File: src/rtl/sp_mem_bist_if.sv
// sp_mem_bist_if
// Request/response bus between the BIST engine and the single-port memory.
//   master (BIST side):  drives wr_rd, valid, wdata, addr; samples rdata, ready
//   slave  (memory side): samples wr_rd, valid, wdata, addr; drives rdata, ready
// A transfer completes in any cycle with valid && ready.
interface sp_mem_bist_if #(
  parameter int ADDR_WIDTH = 4,
  parameter int DATA_WIDTH = 8
);
  logic                  wr_rd;
  logic                  valid;
  logic [DATA_WIDTH-1:0] wdata;
  logic [ADDR_WIDTH-1:0] addr;
  logic [DATA_WIDTH-1:0] rdata;
  logic                  ready;

  modport master (output wr_rd, valid, wdata, addr, input rdata, ready);
  modport slave  (input wr_rd, valid, wdata, addr, output rdata, ready);
endinterface

File: src/rtl/sp_mem_bist.sv
// sp_mem_bist
// March-style built-in self-test for a single-port memory. Runs four phases
// over addresses 0..DEPTH-1: write pattern A, read-compare A, write pattern B,
// read-compare B. Pattern A(addr) = SEED ^ addr, pattern B = ~A(addr).
// Ports:
//   clk, rst   clock and synchronous active-high reset
//   start      one-cycle request to begin a test (accepted in IDLE or DONE)
//   mem        memory request bus (master modport of sp_mem_bist_if)
//   busy       test in progress
//   done       test finished, held until next accepted start or rst
//   pass       1 = no mismatches (valid while done)
//   err_cnt    saturating mismatch count (only with SP_MEM_BIST_ERR_CNT_EN)
//   fail_addr  address of the first mismatch, 0 if none
// Optional feature macro: SP_MEM_BIST_ERR_CNT_EN
module sp_mem_bist #(
  parameter int         ADDR_WIDTH = 4,
  parameter int         DATA_WIDTH = 8,
  parameter int         DEPTH      = 16,
  parameter logic [7:0] SEED       = 8'hA5
) (
  input  logic                  clk,
  input  logic                  rst,
  input  logic                  start,
  sp_mem_bist_if.master         mem,
  output logic                  busy,
  output logic                  done,
  output logic                  pass,
`ifdef SP_MEM_BIST_ERR_CNT_EN
  output logic [ADDR_WIDTH+1:0] err_cnt,
`endif
  output logic [ADDR_WIDTH-1:0] fail_addr
);

  localparam logic [2:0] ST_IDLE = 3'd0;
  localparam logic [2:0] ST_WR_A = 3'd1;
  localparam logic [2:0] ST_RD_A = 3'd2;
  localparam logic [2:0] ST_WR_B = 3'd3;
  localparam logic [2:0] ST_RD_B = 3'd4;
  localparam logic [2:0] ST_DONE = 3'd5;

  localparam logic [DATA_WIDTH-1:0] SEED_W    = DATA_WIDTH'(SEED);
  localparam logic [ADDR_WIDTH-1:0] LAST_ADDR = ADDR_WIDTH'(DEPTH - 1);

  // Test pattern for an address; inv selects pattern B.
  function automatic logic [DATA_WIDTH-1:0] pattern_f(input logic [ADDR_WIDTH-1:0] a,
                                                      input logic inv);
    logic [DATA_WIDTH-1:0] p;
    p = SEED_W ^ DATA_WIDTH'(a);
    return inv ? ~p : p;
  endfunction

  // Write data presented for a given phase/address; reads drive zero.
  function automatic logic [DATA_WIDTH-1:0] wdata_f(input logic [2:0] st,
                                                    input logic [ADDR_WIDTH-1:0] a);
    logic [DATA_WIDTH-1:0] d;
    case (st)
      ST_WR_A: d = pattern_f(a, 1'b0);
      ST_WR_B: d = pattern_f(a, 1'b1);
      default: d = {DATA_WIDTH{1'b0}};
    endcase
    return d;
  endfunction

  logic [2:0]            state_r;
  logic [ADDR_WIDTH-1:0] addr_r;
  logic                  valid_r;
  logic                  wr_rd_r;
  logic [DATA_WIDTH-1:0] wdata_r;
  logic                  busy_r;
  logic                  done_r;
  logic                  pass_r;
  logic                  fail_r;
  logic [ADDR_WIDTH-1:0] fail_addr_r;
  // Registered compare result: the final read is resolved one cycle after its
  // handshake, which is why done rises one cycle after the last transfer.
  logic                  cmp_err_r;
  logic [ADDR_WIDTH-1:0] cmp_addr_r;

  logic                  hs_s;
  logic                  last_s;
  logic                  is_rd_s;
  logic                  launch_s;
  logic [2:0]            nxt_phase_s;
  logic [2:0]            nxt_state_s;
  logic [ADDR_WIDTH-1:0] nxt_addr_s;
  logic [DATA_WIDTH-1:0] exp_s;

  // Next-request sequencing and start acceptance.
  always_comb begin
    hs_s     = valid_r & mem.ready;
    last_s   = (addr_r == LAST_ADDR);
    is_rd_s  = (state_r == ST_RD_A) || (state_r == ST_RD_B);
    exp_s    = pattern_f(addr_r, state_r == ST_RD_B);
    launch_s = start && ((state_r == ST_IDLE) || ((state_r == ST_DONE) && done_r));
    case (state_r)
      ST_WR_A: nxt_phase_s = ST_RD_A;
      ST_RD_A: nxt_phase_s = ST_WR_B;
      ST_WR_B: nxt_phase_s = ST_RD_B;
      ST_RD_B: nxt_phase_s = ST_DONE;
      default: nxt_phase_s = ST_IDLE;
    endcase
    if (last_s) begin
      nxt_state_s = nxt_phase_s;
      nxt_addr_s  = {ADDR_WIDTH{1'b0}};
    end else begin
      nxt_state_s = state_r;
      nxt_addr_s  = addr_r + ADDR_WIDTH'(1'b1);
    end
  end

  // Main FSM, request registers and result capture.
  always_ff @(posedge clk) begin
    if (rst) begin
      state_r     <= ST_IDLE;
      addr_r      <= {ADDR_WIDTH{1'b0}};
      valid_r     <= 1'b0;
      wr_rd_r     <= 1'b0;
      wdata_r     <= {DATA_WIDTH{1'b0}};
      busy_r      <= 1'b0;
      done_r      <= 1'b0;
      pass_r      <= 1'b0;
      fail_r      <= 1'b0;
      fail_addr_r <= {ADDR_WIDTH{1'b0}};
      cmp_err_r   <= 1'b0;
      cmp_addr_r  <= {ADDR_WIDTH{1'b0}};
    end else begin
      cmp_err_r <= 1'b0;
      // First mismatch wins; later ones leave fail_addr alone.
      if (cmp_err_r && !fail_r) begin
        fail_r      <= 1'b1;
        fail_addr_r <= cmp_addr_r;
      end
      if (launch_s) begin
        state_r     <= ST_WR_A;
        addr_r      <= {ADDR_WIDTH{1'b0}};
        valid_r     <= 1'b1;
        wr_rd_r     <= 1'b1;
        wdata_r     <= pattern_f({ADDR_WIDTH{1'b0}}, 1'b0);
        busy_r      <= 1'b1;
        done_r      <= 1'b0;
        pass_r      <= 1'b0;
        fail_r      <= 1'b0;
        fail_addr_r <= {ADDR_WIDTH{1'b0}};
      end else begin
        case (state_r)
          ST_WR_A, ST_RD_A, ST_WR_B, ST_RD_B: begin
            if (hs_s) begin
              cmp_err_r  <= is_rd_s && (mem.rdata != exp_s);
              cmp_addr_r <= addr_r;
              state_r    <= nxt_state_s;
              addr_r     <= nxt_addr_s;
              valid_r    <= (nxt_state_s != ST_DONE);
              wr_rd_r    <= (nxt_state_s == ST_WR_A) || (nxt_state_s == ST_WR_B);
              wdata_r    <= wdata_f(nxt_state_s, nxt_addr_s);
            end
          end
          ST_DONE: begin
            // Fold in the compare of the last read before reporting.
            if (!done_r) begin
              done_r <= 1'b1;
              busy_r <= 1'b0;
              pass_r <= !(fail_r || cmp_err_r);
            end
          end
          ST_IDLE: ;
          default: state_r <= ST_IDLE;
        endcase
      end
    end
  end

`ifdef SP_MEM_BIST_ERR_CNT_EN
  logic [ADDR_WIDTH+1:0] err_cnt_r;

  // Saturating mismatch counter, cleared on each accepted start.
  always_ff @(posedge clk) begin
    if (rst || launch_s) begin
      err_cnt_r <= {(ADDR_WIDTH+2){1'b0}};
    end else if (cmp_err_r && (err_cnt_r != {(ADDR_WIDTH+2){1'b1}})) begin
      err_cnt_r <= err_cnt_r + (ADDR_WIDTH+2)'(1'b1);
    end
  end

  assign err_cnt = err_cnt_r;
`endif

  assign mem.valid = valid_r;
  assign mem.wr_rd = wr_rd_r;
  assign mem.wdata = wdata_r;
  assign mem.addr  = addr_r;
  assign busy      = busy_r;
  assign done      = done_r;
  assign pass      = pass_r;
  assign fail_addr = fail_addr_r;

endmodule

File: src/flat_wrapper.sv
// flat-port wrapper written by rule: the top's interface ports become plain ports
module sp_mem_bist_flat 
#(
  parameter int         ADDR_WIDTH = 4,
  parameter int         DATA_WIDTH = 8,
  parameter int         DEPTH      = 16,
  parameter logic [7:0] SEED       = 8'hA5
)
  (clk, rst, start, busy, done, pass, fail_addr, mem_wr_rd, mem_valid, mem_wdata, mem_addr, mem_rdata, mem_ready);
  sp_mem_bist_if #(.ADDR_WIDTH(ADDR_WIDTH), .DATA_WIDTH(DATA_WIDTH)) mem_i ();
  input  logic clk;
  input  logic rst;
  input  logic start;
  output logic busy;
  output logic done;
  output logic pass;
  output logic [ADDR_WIDTH-1:0] fail_addr;
  output wire logic [$bits(mem_i.wr_rd)-1:0] mem_wr_rd;
  output wire logic [$bits(mem_i.valid)-1:0] mem_valid;
  output wire logic [$bits(mem_i.wdata)-1:0] mem_wdata;
  output wire logic [$bits(mem_i.addr)-1:0] mem_addr;
  input wire logic [$bits(mem_i.rdata)-1:0] mem_rdata;
  input wire logic [$bits(mem_i.ready)-1:0] mem_ready;
  assign mem_wr_rd = mem_i.wr_rd;
  assign mem_valid = mem_i.valid;
  assign mem_wdata = mem_i.wdata;
  assign mem_addr = mem_i.addr;
  assign mem_i.rdata = mem_rdata;
  assign mem_i.ready = mem_ready;
  sp_mem_bist #(.ADDR_WIDTH(ADDR_WIDTH), .DATA_WIDTH(DATA_WIDTH), .DEPTH(DEPTH), .SEED(SEED)) u_core (.clk(clk), .rst(rst), .start(start), .mem(mem_i), .busy(busy), .done(done), .pass(pass), .fail_addr(fail_addr));
endmodule
File: config.mk
export PLATFORM = sky130hd
export DESIGN_NAME = sp_mem_bist_flat
export DESIGN_NICKNAME = d
export VERILOG_FILES = /design/src/rtl/sp_mem_bist_if.sv /design/src/rtl/sp_mem_bist.sv /design/src/flat_wrapper.sv
export SDC_FILE = /design/constraint.sdc
export NUM_CORES = 1
export LEC_CHECK = 0
export CAP_MARGIN = 0
export CORE_UTILIZATION = 49
export DETAILED_ROUTE_END_ITERATION = 7
export GPL_TIMING_DRIVEN = 1
export HOLD_SLACK_MARGIN = 0.03
export PLACE_DENSITY = 0.79
export SETUP_SLACK_MARGIN = 0.3
export SLEW_MARGIN = 20
export SYNTH_ARGS = -nofsm -noshare
export SYNTH_HDL_FRONTEND = slang
export SYNTH_SLANG_ARGS = --single-unit
File: constraint.sdc
create_clock -name clk -period 2.1 [get_ports clk]
set_input_delay 0.42 -clock clk [delete_from_list [all_inputs] [get_ports clk]]
set_output_delay 0.42 -clock clk [all_outputs]
set_load 0.005 [all_outputs]
Yosys cells after proc, flatten, opt, wreduce, memory -nomap -nowiden

Cells that the tools add are included.

Memory bits (read-only): 0
RAM bits: 0
Register bits after elaboration: 30
Bits in latches: 0
Memories kept: 0
Output and inout bits: 21
Bits of input ports: 12

Multiplexer cells: 20
Add/subtract/negate cells: 1
Shift-type cells: 0
Reductions and logical operators: 25
Div/mod/pow operators: 0
Eq/ne operators: 14
Magnitude comparators: 0
Bitwise operators: 10
Multipliers: 0

Operators by type and width:

| cell                | number |
|---|---|
| $mux 8              | 4 |
| $not 8->8           | 2 |
| $pmux 8 s2          | 1 |
| $pmux 3 s4          | 1 |
| $reduce_and 2->1    | 6 |
| $mux 1              | 10 |
| $eq 3x2->1 const B  | 3 |
| $ne 8x8->1          | 1 |
| $not 2->4           | 2 |
| $reduce_or 4->1     | 2 |
| $eq 3x1->1 const B  | 2 |
| $eq 3x3->1 const B  | 2 |
| $mux 3              | 2 |
| $pmux 3 s2          | 1 |
| $reduce_bool 2->1   | 3 |
| $not 1->1           | 5 |
| $add 4x1->4 const B | 1 |
| $eq 4x4->1 const B  | 1 |
| $logic_and 1x1->1   | 4 |
| $logic_or 1x1->1    | 4 |
| $mux 4              | 1 |
| $ne 2x1->1 const B  | 2 |
| $reduce_or 2->1     | 2 |
| $logic_not 3->1     | 1 |
| 6 further kinds     | 7 |

Depth between registers and ports, before layout

Gate-level depths: netlist of run 1.

Depth in word-level cells: 8
Gate-level depth with buffers: 6
Depth with buffers taken out: 5

Least setup slack after synthesis of run 1

Ideal clock, no wire load.

Path type: register to register
Start: reg u_core.addr_r[1], in the netlist u_core.mem.addr[1]
End: reg u_core.wdata_r[0], in the netlist u_core.mem.wdata[0]
Required time: 2.030 ns
Period minus slack after synthesis: 1.542 ns
Cell stages (with the launch flop): 6
Slack: 0.558 ns
Library setup time: 0.070 ns
Arrival: 1.472 ns
Cell sequence: dfxtp_1 > ha_1 > nand3_1 > nand2_1 > or4_1 > a21oi_1

Longest elaborated chain between the ends: 8
Elaborated cells between the ends (all ways): 11
Those cells by class: 3 x eq/ne; 6 x mux; 2 x bitwise

RTL lines:

| element                                                        | RTL line           | RTL |
|---|---|---|
| start, declared                                                | sp_mem_bist.sv:65  | `logic [ADDR_WIDTH-1:0] addr_r;` |
| start signal, assigned                                         | sp_mem_bist.sv:115 | `addr_r <= {ADDR_WIDTH{1'b0}};` |
| start signal, assigned                                         | sp_mem_bist.sv:135 | `addr_r <= {ADDR_WIDTH{1'b0}};` |
| start signal, assigned                                         | sp_mem_bist.sv:151 | `addr_r <= nxt_addr_s;` |
| $eq 4x4->1 (*)                                                 | sp_mem_bist.sv:91  | `last_s = (addr_r == LAST_ADDR);` |
| parallel branches: the longest is 3 deep, another holds $mux 3 | n/a                |  |
| $pmux 8 s2 (*)                                                 | sp_mem_bist.sv:56  | `case (st)` |
| $mux 8 (*)                                                     | sp_mem_bist.sv:147 | `if (hs_s) begin` |
| $mux 8 (*)                                                     | sp_mem_bist.sv:145 | `case (state_r)` |
| $mux 8 (*)                                                     | sp_mem_bist.sv:133 | `if (launch_s) begin` |
| end signal, assigned                                           | sp_mem_bist.sv:118 | `wdata_r <= {DATA_WIDTH{1'b0}};` |
| end signal, assigned                                           | sp_mem_bist.sv:138 | `wdata_r <= pattern_f({ADDR_WIDTH{1'b0}}, 1'b0);` |
| end signal, assigned                                           | sp_mem_bist.sv:154 | `wdata_r <= wdata_f(nxt_state_s, nxt_addr_s);` |
| end, declared                                                  | sp_mem_bist.sv:68  | `logic [DATA_WIDTH-1:0] wdata_r;` |

Mark *: on every way between the ends. The select of a mux whose other input is x is not followed.
A chain may end at the register's enable or synchronous reset.

Worst setup path in the final report of run 1

Start: reg u_core.addr_r[0], in the netlist u_core.mem.addr[0]
End: out mem_addr[0]

RTL lines:

| element       | RTL line           | RTL |
|---|---|---|
| end, declared | flat_wrapper.sv:21 | `output wire logic [$bits(mem_i.addr)-1:0] mem_addr;` |

No word-level cell between the ends.

==> results of run 1 <==
==> power breakdown <==
group	switching, W	internal (W)
Clock	0.000151	0.0000674
Sequential	0.0000146	0.000545
Combinational	0.0000527	0.0000691
==> logic make-up after synthesis <==
kind of cell	share of synthesized area, %
AND/OR/NAND/NOR	25.68
AO/OA/AOI/OAI	18.06
flip-flops	39.26
buffers and inverters	5.784
XOR/XNOR	6.135
multiplexers	4.207
adder cells (fa/ha/maj)	0.8763
==> final cells by class <==
class / instances / area, um^2
well taps: 31 / 38.79
inverters: 2 / 7.507
clock buffers: 3 / 22.52
multi-input cells: 128 / 792.0
repair buffers: 38 / 369.1
fillers: 240 / 959.7
flip-flops and latches: 28 / 568.0
==> layer usage <==
layer | part of all wire (%) | vias up | GRT usage [%]
met5 | 0 | - | 0
met4 | 1.9 | 0 | 9.408
met3 | 4.9 | 5 | 3.023
met2 | 48 | 44 | 34.01
met1 | 45 | 600 | 28.97
li1 | - | 659 | -
==> stage by stage <==
stage,instance area (um^2),hold slack (ns),worst slack [ns]
6_report,1798,0.4697,0.3644
3_3_place_gp,1757,0.4481,0.1657
3_5_place_dp,1757,0.4521,0.1450
4_1_cts,1782,0.4714,0.2957
2_1_floorplan,1428,0.4360,0.5577
5_1_grt,1798,0.4826,0.2982
==> cells in the final DEF, fill, tap and decap left out, types with 4 or more instances in the layout <==
cell / n
a21oi_1: 16
clkdlybuf4s50_1: 32
nor3_1: 6
xor2_1: 4
dfxtp_2: 6
o21ai_0: 7
dfxtp_1: 22
mux2i_1: 6
nor2_1: 16
nand2_1: 19
a211oi_1: 4
xnor2_1: 6
buf_4: 5
==> timing repair <==
| item | 4_1_cts | 5_1_grt |
|---|---|---|
| setup endpoints to repair | 5 | 14 |
| hold endpoints to repair | 0 | 0 |
| resized for setup | 2 | 7 |
==> tightest hold or removal path: cells and delay by family (launching register included) <==
kind	cells	cell delay [ns]
AO/OA/AOI/OAI	1	0.05
flip-flops	1	0.34
AND/OR/NAND/NOR	1	0.05
==> worst max path at each step <==
stage / slack, ns / depth (start not counted) / endpoint
floorplan: 0.56 / 5 / u_core.mem.wdata[0]
global placement: 0.17 / 5 / u_core.mem.wdata[0]
detailed placement: 0.14 / 5 / u_core.mem.wdata[0]
CTS: 0.30 / 5 / u_core.mem.wdata[4]
global route: 0.30 / 1 / mem_addr[2]
finish: 0.36 / 2 / mem_addr[0]
==> sequential cells by signal (all words and copies together) (netlist names) <==
name               count
u_core.fail_r          1
u_core.cmp_err_r       1
u_core.mem.addr        4
u_core.cmp_addr_r      4
u_core.done            1
u_core.state_r         3
u_core.mem.wr_rd       1
u_core.fail_addr       4
u_core.mem.valid       1
u_core.pass            1
u_core.mem.wdata       6
u_core.busy            1
==> run_results.csv, run 1 <==
group,metric,value,unit
setup_path,crit_path_max_incr_delay,0.50,ns
floorplanning,row_count,19,
setup_path,startpoint,"u_core.mem.addr[0]",
power_and_ir_drop,p_leak,0.6054,nW
setup_path,crit_slowest_cell,"clkdlybuf4s50_1",
synth,ys.flop_type,"dfxtp_1",
synth,yosys-top-cells-count,"dfxtp_1 (28), nand2_1 (19), a21oi_1 (16), nor2_1 (16), o21ai_0 (7)",
routing,drt_iter0_markers,40,
synth,seq_area_frac_synth,39.26,%
synth,synth_cells,174,
finish,fin_nets,214,
power_and_ir_drop,powerDensity,500.2,mW/mm^2
synth,synth_top_area_cell,"dfxtp_1",
min_path,whs_path_depth,2,
synth,avgSynthCellArea,8.205,um^2
setup_path,reg2reg_to,"u_core.mem.wdata[0]",
power_and_ir_drop,vdd_drop_max,338.4,uV
synth,synthTopCellsByArea,"dfxtp_1 (39%), a21oi_1 (5.6%), nand2_1 (5.0%)",
min_path,hold_end,"u_core.mem.wdata[1]",
sta,period_share,82.65,%
setup_path,required,1.68,ns
min_path,hp-class,"flop to flop",
synth,yosys.cell_count.top_type,"dfxtp_1",
setup_path,crit_family,"buffers and inverters",
global_routing,grt_pass1_vias,1160,
setup_path,critPathCaptureType,"output pin",
routing,ant_nets,0,
synth,synthesis.nets,187,
synth,synth_edf_count,0,
clock_tree,numCtsBuffers,3,
global_routing,grt_max_degree,21,
routing,dr_total_vias,1308,
clock_tree,post_cts_buffers,0,
clock_tree,root_buffer,"clkbuf_4",
clock_tree,clock-sinks,28,
clock_tree,cts_buffer_depth,2,
sta,grt_setup_unrepaired,"true",
sta,finalSetupViolations,0,
routing,drt_first_pass_iters,4,
floorplanning,start_util,51.77,%
synth,async_reset_ff_share,0,%
run_status,status,"complete, no violations",
placement,place_inst,227,
floorplanning,coreArea,0.002758,mm^2
clock_tree,clkTransAtPathRegs,0.14,ns
global_routing,grt_pass1_wl,5313,um
min_path,hold_start,"u_core.mem.wdata[1]",
global_routing,antenna_found_initial,0,
sta,slew_headroom,69.52,%
synth,synth_top_area_share,39.26,%
setup_path,critical_path_class,"flop to output pin",
clock_tree,cts_tree,"yes",
floorplanning,fp.dieArea,0.003133,mm^2
setup_path,reg2regPathDepth,4,
setup_path,r2r_slack,0.45,ns
sta,fin_tns_setup,0,ns
finish,syn_to_final_growth,25.94,%
sta,finalClockSkew,0.003010,ns
synth,synth_warnings,0,
floorplanning,ioPinCount,33,
synth,synth-seq-cells,28,
placement,port_buffers,32,
global_routing,grt_usage,21.41,%
clock_tree,ctsHoldBuffers,0,
setup_path,cp_num_buf_inv,2,
setup_path,start_kind,"flop",
finish,antenna_cells,0,
sta,slew_violations,0,
sta,fin_crit,1.736,ns
routing,drc_errors,0,
routing,wl_per_cell,13.88,um
setup_path,r2r-start,"u_core.state_r[1]",
run,maxCapViolCount,0,
setup_path,arrival,1.32,ns
sta,timing.fmax,576.2,MHz
setup_path,cp_cell_sequence,"buf_6 -> clkdlybuf4s50_1",
clock_tree,htreeDepth,1,
synth,synth_area,0.001428,mm^2
placement,dp_hpwl,2365,um
finish,final_cells,230,
finish,fin_util,65.20,%
sta,tightest_slew,0.4563,ns
sta,hold_viol,0,
finish,drive_gt1_share,11.56,%
synth,yosysUniqueCellTypes,45,
floorplanning,die_x,55.98,um
power_and_ir_drop,power,0.0008994,W
routing,wl,3192,um
global_routing,grt.overflow.total,0,
setup_path,worstPathMaxFanout,8,
clock_tree,clk_latency,0.32,ns
routing,vias_per_cell,5.687,
placement,place.gp.congestion,0.8360,
floorplanning,dieHeight,55.98,um
Note: power is estimated with default switching activity, not from simulation.
==> inputs of run 2 (changes only) <==
--- a/config.mk
+++ b/config.mk
@@ -6,11 +6,11 @@
 export NUM_CORES = 1
 export LEC_CHECK = 0
 export CAP_MARGIN = 0
-export CORE_UTILIZATION = 49
+export CORE_UTILIZATION = 44
 export DETAILED_ROUTE_END_ITERATION = 7
 export GPL_TIMING_DRIVEN = 1
 export HOLD_SLACK_MARGIN = 0.03
-export PLACE_DENSITY = 0.79
+export PLACE_DENSITY = 0.75
 export SETUP_SLACK_MARGIN = 0.3
 export SLEW_MARGIN = 20
 export SYNTH_ARGS = -nofsm -noshare
==> constraint.sdc (replaced) <==
create_clock -name clk -period 1.5 [get_ports clk]
set_input_delay 0.3 -clock clk [delete_from_list [all_inputs] [get_ports clk]]
set_output_delay 0.3 -clock clk [all_outputs]
set_load 0.005 [all_outputs]
==> run 2 against run 1 <==
The run now ends with setup timing left. Hold slack barely moved. Clock skew rose by 0.0016 ns. Sequential share of layout area fell by 8.0 points. Critical path type is now flop to flop. Routed wire length rose by 76%.
==> run_results.csv, run 2 (synthesized netlist as in run 1, its figures left out) <==
group,metric,value,unit
run_status,status,"complete, but fails checks",
run_status,violations,"setup timing",
clock_tree,cts_tree,"yes",
floorplanning,start_util,46.38,%
sta,fin_crit,1.563,ns
setup_path,reg2regPathDepth,6,
placement,dp_hpwl,2752,um
global_routing,grt.overflow.total,0,
sta,grt_setup_unrepaired,"true",
sta,finalSetupViolations,4,
floorplanning,coreArea,0.003078,mm^2
global_routing,grt_usage,28.29,%
finish,fin_util,83.41,%
sta,tightest_slew,0.3059,ns
setup_path,arrival,1.86,ns
placement,place.gp.congestion,0.8456,
setup_path,critPathCaptureType,"flop",
min_path,hold_start,"u_core.mem.wdata[1]",
sta,fin_ws,-0.06344,ns
sta,hold_viol,0,
routing,drt_first_pass_iters,4,
global_routing,grt_max_degree,17,
global_routing,antenna_found_initial,0,
setup_path,crit_slowest_cell,"or4_4",
finish,drive_gt1_share,61.75,%
clock_tree,root_buffer,"clkbuf_4",
finish,fin_nets,265,
placement,place_inst,254,
clock_tree,ctsHoldBuffers,0,
clock_tree,cts_buffer_depth,2,
sta,period_share,104.2,%
clock_tree,numCtsBuffers,3,
finish,fill_cells,169,
global_routing,grt_pass1_vias,1554,
setup_path,crit_path_max_incr_delay,0.53,ns
floorplanning,fp.dieArea,0.003476,mm^2
power_and_ir_drop,p_leak,0.9951,nW
routing,vias_per_cell,5.725,
routing,ant_nets,0,
setup_path,cp_num_buf_inv,1,
clock_tree,htreeDepth,1,
setup_path,critical_path_class,"flop to flop",
power_and_ir_drop,vdd_drop_max,396.4,uV
routing,wl,5609,um
floorplanning,ioPinCount,33,
run,maxCapViolCount,0,
setup_path,startpoint,"u_core.mem.addr[1]",
setup_path,start_kind,"flop",
setup_path,crit_cells,6,
placement,port_buffers,32,
setup_path,cp_cell_sequence,"buf_6 -> ha_4 -> nand3_4 -> nand2_4 -> or4_4 -> a21oi_2",
finish,syn_to_final_growth,79.84,%
setup_path,crit_family,"simple AND/OR/NAND/NOR gates",
global_routing,grt_pass1_wl,7431,um
finish,antenna_cells,0,
min_path,hp-class,"flop to flop",
finish,largest_reg_flops,6,
power_and_ir_drop,powerDensity,625.6,mW/mm^2
routing,dr_total_vias,1689,
setup_path,r2r-start,"u_core.mem.addr[1]",
sta,finalClockSkew,0.004616,ns
floorplanning,row_count,20,
setup_path,worstPathMaxFanout,4,
floorplanning,die_x,58.96,um
finish,mostFrequentLayoutCell,"buf_4",
clock_tree,clk_latency,0.35,ns
routing,drt_iter0_markers,90,
setup_path,required,1.79,ns
sta,timing.fmax,639.6,MHz
finish,final_cells,295,
clock_tree,clkTransAtPathRegs,0.17,ns
sta,slew_headroom,79.02,%
clock_tree,clock-sinks,28,
routing,wl_per_cell,19.01,um
min_path,whs_path_depth,2,
sta,slew_violations,0,
floorplanning,dieHeight,58.96,um
routing,drc_errors,0,
finish,mostFrequentLayoutCells,"buf_4 (36), buf_6 (21), nand2_1 (16), dfxtp_2 (15)",
==> run 2: cell count changes in the layout (fill, tap and decap cells not counted), moves of 11 or more <==
| cell | delta |
|---|---|
| clkdlybuf4s50_1 | -21 |
| clkbuf_2 | +11 |
| buf_6 | +20 |
| dfxtp_1 | -16 |
| buf_4 | +31 |
==> run 2: what timing repair did <==
item,4_1_cts,5_1_grt
buffers inserted,27,9
cloned,0,1
pin swaps,21,20
gates resized for setup,108,72
endpoints found under the setup margin,49,46
==> run 2: final cells by class <==
cell class | count | area [um^2] | share of cell area (%)
tap | 44 | 55.05 | 2.144
multi-input combinational | 129 | 1089 | 42.40
sequential | 28 | 605.6 | 23.59
inverter | 2 | 7.507 | 0.2924
clock buffer | 3 | 22.52 | 0.8772
clock inverter | 1 | 30.03 | 1.170
timing repair buffer | 88 | 758.2 | 29.53
==> run 2: where the power goes <==
part | switching [W] | total [W] | internal, W
combinational | 0.000151 | 0.000312 | 0.000161
clock | 0.000253 | 0.000523 | 0.000271
sequential | 0.0000165 | 0.000771 | 0.000755
==> run 2: path summary, 6_finish.rpt <==
check                           slack (ns)             endpoint
worst min register to register        0.47  u_core.mem.wdata[1]
worst max register to register       -0.06  u_core.mem.wdata[0]
worst max-delay path                 -0.06  u_core.mem.wdata[0]
worst min-delay path                  0.47  u_core.mem.wdata[1]
==> run 2: worst min-delay path, stage by stage, from the launching register on <==
cell	delay (ns)
dfxtp_2	0.35
nand2_1	0.05
a21oi_1	0.06
==> run 2: per-stage QoR <==
step                      cell area (um^2)  hold WS (ns)  setup slack [ns]  total power (W)  setup TNS [ns]
after floorplan                       1524        0.3728           0.02949        0.0008954               0
after global placement                1938        0.4492           -0.2231        0.0009877          -2.633
after detailed placement              1938        0.4506           -0.2989        0.0009933          -3.108
final                                 2567        0.4695          -0.06344         0.001606         -0.1752
after CTS                             2330        0.4686          0.006491         0.001523               0
after global routing                  2567        0.4913           -0.1412         0.001650         -0.5048
==> run 2: layer usage <==
metal | track usage [%] | wire length [um]
met2 | 49.35 | 2853
met5 | 0 | 0
met1 | 36.48 | 2242
met3 | 3.077 | 377
met4 | 8.844 | 136
